File: config.mk
export PLATFORM = sky130hd
export DESIGN_NAME = reg_scoreboard
export DESIGN_NICKNAME = d
export VERILOG_FILES = /design/src/rtl/reg_scoreboard.sv
export SDC_FILE = /design/constraint.sdc
export NUM_CORES = 1
export LEC_CHECK = 0
export BUFFER_PORTS_ARGS = -buffer_cell sky130_fd_sc_hd__buf_2
export CORE_ASPECT_RATIO = 1.4
export CORE_UTILIZATION = 57
export DETAILED_ROUTE_END_ITERATION = 8
export HOLD_SLACK_MARGIN = 0.05
export PLACE_DENSITY = 0.83
export REMOVE_ABC_BUFFERS = 1
export SETUP_SLACK_MARGIN = 0.1
export SYNTH_ARGS = -nofsm -noshare
export SYNTH_HDL_FRONTEND = slang
export SYNTH_SLANG_ARGS = --single-unit
export TNS_END_PERCENT = 20
File: constraint.sdc
create_clock -name clk -period 3.3 [get_ports clk]
set_clock_uncertainty 0.1 [all_clocks]
set_input_delay 0.165 -clock clk [delete_from_list [all_inputs] [get_ports clk]]
set_output_delay 0.165 -clock clk [all_outputs]
set_load 0.02 [all_outputs]
File: src/rtl/reg_scoreboard.sv
// reg_scoreboard: issue-hazard scoreboard for the 4-slot VLIW register file
// (slots 0=LSU, 1=IXU1, 2=IXU2, 3=BRANCH).
//
// The scoreboard keeps one busy bit per architectural register.
// - A bit is set when a bundle issues with that register as a destination.
// - A bit is cleared when the owning unit writes the register back.
// - A bundle is held back while any of its sources (RAW) or destinations
//   (WAW) is busy.
// - Hazard detection looks only at the registered busy bits. There is no
//   same-cycle writeback bypass, so a writeback unblocks a waiting bundle
//   one cycle later.
//
// Optional feature: define SCOREBOARD_PERF_EN to build the saturating
// stall_cycles counter. When it is undefined, stall_cycles is tied to zero
// and no counter flops exist.
module reg_scoreboard #(
  parameter int NUM_REGS = 32,
  parameter int REG_W    = 5,
  parameter int PERF_W   = 32
) (
  input  logic                clk,
  input  logic                rst,
  input  logic                bundle_valid,
  output logic                bundle_ready,
  input  logic [4*REG_W-1:0]  slot_rs1,
  input  logic [4*REG_W-1:0]  slot_rs2,
  input  logic [4*REG_W-1:0]  slot_rd,
  input  logic [3:0]          slot_rs1_en,
  input  logic [3:0]          slot_rs2_en,
  input  logic [3:0]          slot_rd_en,
  input  logic [3:0]          wb_valid,
  input  logic [4*REG_W-1:0]  wb_rd,
  input  logic                flush,
  output logic [NUM_REGS-1:0] busy_vec,
  output logic                stall,
  output logic                dup_rd_err,
  output logic [PERF_W-1:0]   stall_cycles
);

  localparam int SLOTS = 4;

  logic [NUM_REGS-1:0] busy_p1;
  logic                dup_err_p1;
  logic                raw_hit;
  logic                waw_hit;
  logic                dup_hit;
  logic                issue;
  logic [NUM_REGS-1:0] set_mask;
  logic [NUM_REGS-1:0] clr_mask;
  logic [NUM_REGS-1:0] busy_next;

  // Hazard check against the registered busy bits. Bit 0 is never set, so
  // register 0 can never raise a hazard.
  always_comb begin
    raw_hit = 1'b0;
    waw_hit = 1'b0;
    for (int s = 0; s < SLOTS; s++) begin
      if (slot_rs1_en[s] && busy_p1[slot_rs1[s*REG_W +: REG_W]]) raw_hit = 1'b1;
      if (slot_rs2_en[s] && busy_p1[slot_rs2[s*REG_W +: REG_W]]) raw_hit = 1'b1;
      if (slot_rd_en[s]  && busy_p1[slot_rd[s*REG_W +: REG_W]])  waw_hit = 1'b1;
    end
  end

  assign bundle_ready = ~flush & ~(raw_hit | waw_hit);
  assign issue        = bundle_valid & bundle_ready;
  assign stall        = bundle_valid & ~bundle_ready;

  // Per-register set and clear masks, plus duplicate-destination detection.
  // Using OR-ed masks means that repeated sets or repeated clears of one
  // register in the same cycle collapse to a single event.
  always_comb begin
    set_mask = '0;
    clr_mask = '0;
    dup_hit  = 1'b0;
    for (int s = 0; s < SLOTS; s++) begin
      if (slot_rd_en[s]) set_mask[slot_rd[s*REG_W +: REG_W]] = 1'b1;
      if (wb_valid[s])   clr_mask[wb_rd[s*REG_W +: REG_W]]   = 1'b1;
      for (int t = s + 1; t < SLOTS; t++) begin
        if (slot_rd_en[s] && slot_rd_en[t] &&
            (slot_rd[s*REG_W +: REG_W] == slot_rd[t*REG_W +: REG_W]) &&
            (slot_rd[s*REG_W +: REG_W] != '0))
          dup_hit = 1'b1;
      end
    end
    set_mask[0] = 1'b0;
    clr_mask[0] = 1'b0;
  end

  // Next-state busy bits. Flush overrides everything. The set is applied
  // after the clear, so a same-cycle set and clear leaves the bit busy.
  always_comb begin
    if (flush) begin
      busy_next = '0;
    end else begin
      busy_next = (busy_p1 & ~clr_mask) | (issue ? set_mask : '0);
    end
    busy_next[0] = 1'b0;
  end

  // Busy-bit state and the sticky duplicate-destination flag.
  always_ff @(posedge clk) begin
    if (rst) begin
      busy_p1    <= '0;
      dup_err_p1 <= 1'b0;
    end else begin
      busy_p1 <= busy_next;
      if (issue && dup_hit) dup_err_p1 <= 1'b1;
    end
  end

  assign busy_vec   = busy_p1;
  assign dup_rd_err = dup_err_p1;

`ifdef SCOREBOARD_PERF_EN
  logic [PERF_W-1:0] stall_cnt_p1;

  function automatic logic [PERF_W-1:0] sat_inc(input logic [PERF_W-1:0] v);
    return (&v) ? v : v + 1'b1;
  endfunction

  // Saturating stall-cycle counter; only reset clears it.
  always_ff @(posedge clk) begin
    if (rst) begin
      stall_cnt_p1 <= '0;
    end else if (stall) begin
      stall_cnt_p1 <= sat_inc(stall_cnt_p1);
    end
  end

  assign stall_cycles = stall_cnt_p1;
`else
  assign stall_cycles = '0;
`endif

endmodule

==> impl_metrics.ini, run 1 <==
[run_status]
status = finished with violations
violations = setup timing

[logic_synthesis]
synth-seq-cells = 32
synth_top_area_cell = mux4_2
synth_edf_count = 0
synth_area_um2 = 7624
synth_top_area_share_pct = 15.66
ys_warn_count = 0
ys_seq_area_share_pct = 8.403
avgSynthCellArea_um2 = 8.295
synth.distinct_cells = 63
yosys-top-cells-area = mux4_2, mux2i_1, dfxtp_1
async_flop_share_pct = 0
synthFlopType = dfxtp_1
syn_inst = 919

[timing]
min_period_over_period_pct = 101.5
setup_ws_ns = -0.05092
setup_tns_ns = -0.1137
drv_slew = 0
rsz0062_at_grt = yes
final_hold_viol_count = 0
max_slew_margin_pct = 17.37
finalWorstPathRequiredPeriod_ns = 3.351
max_freq_mhz = 298.4
worstMarginPinSlew_ns = 1.237
setup_viol = 5

[global_routing]
use_met1_pct = 56.79
groute.usage.overall_pct = 48.21
grt_max_degree = 33
gr-total-overflow = 0
use_met3_pct = 16.48
grt_pass1_wl_mm = 50.87
grt_pass1_vias = 8710
met2_usage_pct = 72.96
grt.busiest_layer = met2
antenna_found_initial = 1

[clock_tree]
clk_latency_ns = 0.28
cts_made_buffers = 5
cts_root_buffer = clkbuf_16
cts_tree = done
htree_levels = 2
path_clk_slew_ns = 0.05
clockBufferDepth = 2
cts_sinks = 32
cts_hold_repair.buffers = 0

[min_path]
hp-class = input pin to flop

[worst_setup_path]
crit_end = stall
worstSetupPathType = flop to primary output
r2r_end = busy_vec[19]
path_buf_inv = 1
crit_family = multiplexers
reg2regPathDepth = 8
cp_cell_sequence = mux4_2 -> mux4_2 -> and3b_1 -> a311o_1 -> or4b_4 -> o21a_4 -> buf_6
cp_slowest_stage_delay_ns = 0.58
startpoint = busy_vec[18]
cp.arrival_ns = 3.09
crit_fanout = 6
reg2reg_slack_ns = -0.02
r2r_start = busy_vec[18]
worstSetupEndpointType = primary output
worstPathRequired_ns = 3.03
crit_slowest_cell = or4b_4
crit_cells = 7
cpMostUsedCell = mux4_2
startpoint_type = flop

[floorplan]
core.rowCount = 49
start_util_pct = 58.93
die_h_um = 138.8
ios = 167
die_area_um2 = 13850
coreArea_um2 = 12940
fp.dieW_um = 99.74

[place]
place_hpwl_mm = 25.01
io_buffers = 133
gp_routability_congestion = 1.023
dp_cells = 1193

[drt]
vias_per_cell = 7.635
detail-route-antenna-nets = 0
wl_per_cell_um = 28.08
drc = 0
dr.pass1.iters = 7
drt-total-wl_mm = 34.20
vias = 9299
drtIter0Drc = 1425

[power_and_ir_drop]
peakVddDrop_mv = 0.1494
power.density_nw_per_um2 = 183.9
p_leak_uw = 0.003741

[final_layout]
syn2layout_area_growth_pct = 19.20
final_layout_size_suffix_gt1_share_pct = 35.48
final_common_cell = buf_2
diodes = 0
mostFrequentLayoutCells = buf_2, mux2i_1, buf_4
nNetsFinal = 1139
post-route-util_pct = 70.25
final_cells = 1218

[run]
drv_cap = 0
## worst min path at each step
stage	startpoint	end	slack, ns	depth (start not counted)
CTS	rst	dup_rd_err	0.05	2
global route	rst	dup_rd_err	0.06	2
detailed placement	rst	dup_rd_err	0.33	2
global placement	rst	dup_rd_err	0.31	2
finish	rst	dup_rd_err	0.07	2
floorplan	rst	dup_rd_err	0.17	1
## power breakdown
part           switching [uW]  total [uW]  internal (uW)
Sequential               1.66         388            386
Combinational             473         720            247
Clock                     167         564            397
Total                     641        1670           1030
## metrics by stage
stage	worst slack, ns	hold WS (ns)	area [um2]	power (uW)
after floorplan	-0.4312	0.1704	7014	718.5
final	-0.05092	0.06695	9087	1671
after CTS	0.1014	0.05371	8776	1614
after global routing	-0.1263	0.05999	9087	1718
after global placement	0.1485	0.3128	8506	1038
after detailed placement	0.08185	0.3320	8506	1043
## cell type report
class / instances / area [um2]
Multi-Input combinational cell: 760 / 6471
Fill cell: 989 / 3849
Timing Repair Buffer: 225 / 1489
Sequential cell: 32 / 665.6
Tap cell: 178 / 222.7
Clock buffer: 7 / 152.6
Inverter: 15 / 56.30
Clock inverter: 1 / 30.03
## synth_stat cells (32+ instances only)
library cell	number
nor2_1	48
buf_4	34
nand4_1	41
a221oi_1	57
o22ai_1	39
dfxtp_1	32
mux2i_1	76
nand3_1	32
mux4_2	53
nand2_1	61
clkbuf_1	89
## flip-flops by register name, summed over array words and instances, names as in the netlist
signal and count:
dup_rd_err 1, busy_vec 31
## logic make-up (layout without fill, tap and decap cells)
kind of cell	Yosys count	count (layout)	share of synthesized area, %
flops	32	32	8.403
xor+xnor	29	29	3.332
other cells	1	33	0.04919
compound gates	206	206	23.04
buf+inv	159	248	10.31
simple gates	343	343	25.49
mux	149	149	29.38
## per-layer routing
metal / wire (um) / vias to the layer above
met3: 4546 / 274
li1: - / 3858
met4: 3297 / 2
met2: 14920 / 945
met5: 16 / -
met1: 11420 / 4220
## worst register-to-register path, stage by stage, from the launching register on
cell and delay (ns):
dfxtp_1 0.37, mux4_2 0.51, mux4_2 0.46, and3b_1 0.20, a311o_1 0.32, or4b_4 0.58, buf_12 0.17, buf_8 0.15
o31ai_1 0.34
## timing repair
item                                    CTS  global route
pin swaps                                 5            28
setup buffers                             6            11
gates resized for setup                  13            50
endpoints found under the setup margin    6            34
(Power assumes the default switching activity.)
==> run 2, diff against run 1 <==
--- a/config.mk
+++ b/config.mk
@@ -5,6 +5,7 @@
 export SDC_FILE = /design/constraint.sdc
 export NUM_CORES = 1
 export LEC_CHECK = 0
+export ABC_AREA = 1
 export BUFFER_PORTS_ARGS = -buffer_cell sky130_fd_sc_hd__buf_2
 export CORE_ASPECT_RATIO = 1.4
 export CORE_UTILIZATION = 57
==> impl_metrics.ini, run 2 <==
[floorplan]
ios = 167
die_h_um = 138.3
start_util_pct = 58.78
fp.dieW_um = 99.38
core.rowCount = 49
coreArea_um2 = 12870
die_area_um2 = 13750

[min_path]
min_from = wb_valid[2]
holdPathEnd = busy_vec[20]
holdPathStages = 4
hp-class = input pin to flop

[worst_setup_path]
r2r_start = busy_vec[26]
worstPathRequired_ns = 3.03
reg2reg_slack_ns = 0.45
cp_slowest_stage_delay_ns = 0.75
reg2regPathDepth = 12
cp_cell_sequence = inv_1 -> o21ai_0 -> nand3_1 -> nand2_1 -> nand2_1 -> nand3_1 -> nand3_1 -> nand3_1 -> nor2_4 -> nand2_1 -> nand2_1 -> inv_1 -> buf_2
r2r_end = busy_vec[20]
startpoint = busy_vec[26]
crit_fanout = 8
cp.arrival_ns = 2.82
worstSetupPathType = flop to primary output
worstSetupEndpointType = primary output
crit_slowest_cell = dfxtp_1
startpoint_type = flop

[clock_tree]
clockBufferDepth = 2
htree_levels = 2
cts_root_buffer = clkbuf_16
cts_tree = done
cts_resized = 0
clk_latency_ns = 0.28
cts_hold_repair.buffers = 1
cts_sinks = 32
path_clk_slew_ns = 0.05
post_cts_buffers = 0
cts_made_buffers = 5

[logic_synthesis]
synth-seq-cells = 32
synth_top_area_share_pct = 20.83
avgSynthCellArea_um2 = 5.144
yosys-top-cells-area = nand2_1, nand3_1, dfxtp_1
ys_seq_area_share_pct = 8.466
yosysMostFrequentCell = nand2_1
synth_area_um2 = 7567
async_flop_share_pct = 0
syn_inst = 1471
ys_warn_count = 0
synthFlopType = dfxtp_1
synth_edf_count = 0
synthTopCellsByCount = nand2_1, nand3_1, inv_1, a21oi_1, o21ai_0
synth.distinct_cells = 36
synth_top_area_cell = nand2_1

[global_routing]
gr-total-overflow = 0
grt_max_degree = 36
grt_pass1_vias = 10300
grt_pass1_wl_mm = 56.48
groute.usage.overall_pct = 53.03
antenna_found_initial = 1

[drt]
drc = 0
vias_per_cell = 6.871
wl_per_cell_um = 22.17
dr.pass1.iters = 6
detail-route-antenna-nets = 0
vias = 11654
drtIter0Drc = 2082
drt-total-wl_mm = 37.61

[timing]
max_slew_margin_pct = 25.87
finalWorstPathRequiredPeriod_ns = 3.082
min_period_over_period_pct = 93.39
worstMarginPinSlew_ns = 1.103
final_hold_viol_count = 0
setup_viol = 0
setup_tns_ns = 0
max_freq_mhz = 324.5
rsz0062_at_grt = no
drv_slew = 0

[power_and_ir_drop]
power.density_nw_per_um2 = 198.8
p_sw_uw = 696.7
netSwitchingFraction_pct = 42.74
combinationalPowerShare_pct = 44.2
p_leak_uw = 0.003748
peakVddDrop_mv = 0.2237
seqPwrFrac_pct = 23.9
p_int_uw = 933.4
clkPwrFrac_pct = 31.9

[place]
place_hpwl_mm = 26.94
gp_routability_congestion = 1.067
dp_cells = 1686
io_buffers = 133

[final_layout]
mostFrequentLayoutCells = nand2_1, nand3_1, inv_1
nNetsFinal = 1641
largest_register_ffs = 31
num-fill-cells = 1337
post-route-util_pct = 63.68
final_layout_size_suffix_gt1_share_pct = 11.61
final_cells = 1696
syn2layout_area_growth_pct = 8.350
final_common_cell = nand2_1

[run_status]
status = finished clean

[run]
drv_cap = 0
## run 2: cell types whose count changed after synthesis, sizes merged, moves of 76 or more
cell,previous run,this run
inv,14,152
mux2i,76,0
a21oi,17,125
nand2,61,420
o21ai,11,123
nand3,32,176
## run 2: worst max path at each step
stage | to | slack, ns | cells past startpoint
global route | stall | 0.24 | 17
finish | stall | 0.22 | 13
CTS | stall | 0.53 | 17
global placement | dup_rd_err | 0.69 | 18
detailed placement | busy_vec[29] | 0.65 | 18
floorplan | bundle_ready | 1.16 | 15
## run 2: kinds of logic after synthesis
group	Yosys count	share of synthesized area, %
AO/OA/AOI/OAI	413	31.73
flip-flops	32	8.466
AND/OR/NAND/NOR	741	42.56
other	1	0.04956
XOR/XNOR	2	0.2315
buffers and inverters	282	16.96
## run 2: metal layers
layer / GRT usage (%) / wire (um)
met1: 63.82 / 12350
met2: 78.76 / 15600
met3: 15.02 / 6052
met4: 40.94 / 3602
met5: 0 / 0
## run 2: critical path: cells and delay by family, from the launching register on
kind / cells / cell delay (ns)
and+or+nand+nor: 9 / 0.86
DFF: 1 / 0.75
buffers and inverters: 3 / 0.64
AOI/OAI and AO/OA: 1 / 0.28
## run 2: power groups by stage
stage	sequential, uW	combinational (uW)	clock [uW]
after detailed placement	397	679	0
after global placement	397	678	0
after global routing	389	769	536
final	389	721	520
after floorplan	397	379	0
after CTS	389	683	515
## run 2: cell type report
cell class / instances / area [um2] / area share (%)
flip-flops and latches: 32 / 640.6 / 7.813
clock buffers: 6 / 128.9 / 1.572
clock inverters: 2 / 35.03 / 0.4273
multi-input cells: 1189 / 5763 / 70.29
well taps: 153 / 191.4 / 2.335
repair buffers: 158 / 855.8 / 10.44
diodes: 1 / 2.502 / 0.03052
inverters: 155 / 581.8 / 7.096
## run 2: per-stage QoR
| stage | hold slack (ns) | power [uW] | area [um2] | setup slack (ns) |
|---|---|---|---|---|
| after CTS | 0.2170 | 1586 | 8197 | 0.5282 |
| after floorplan | 0.1341 | 776.2 | 6985 | 1.158 |
| after global placement | 0.2781 | 1074 | 8023 | 0.6942 |
| after global routing | 0.2379 | 1693 | 8197 | 0.2399 |
| after detailed placement | 0.2826 | 1076 | 8023 | 0.6482 |
| final | 0.2228 | 1630 | 8199 | 0.2183 |
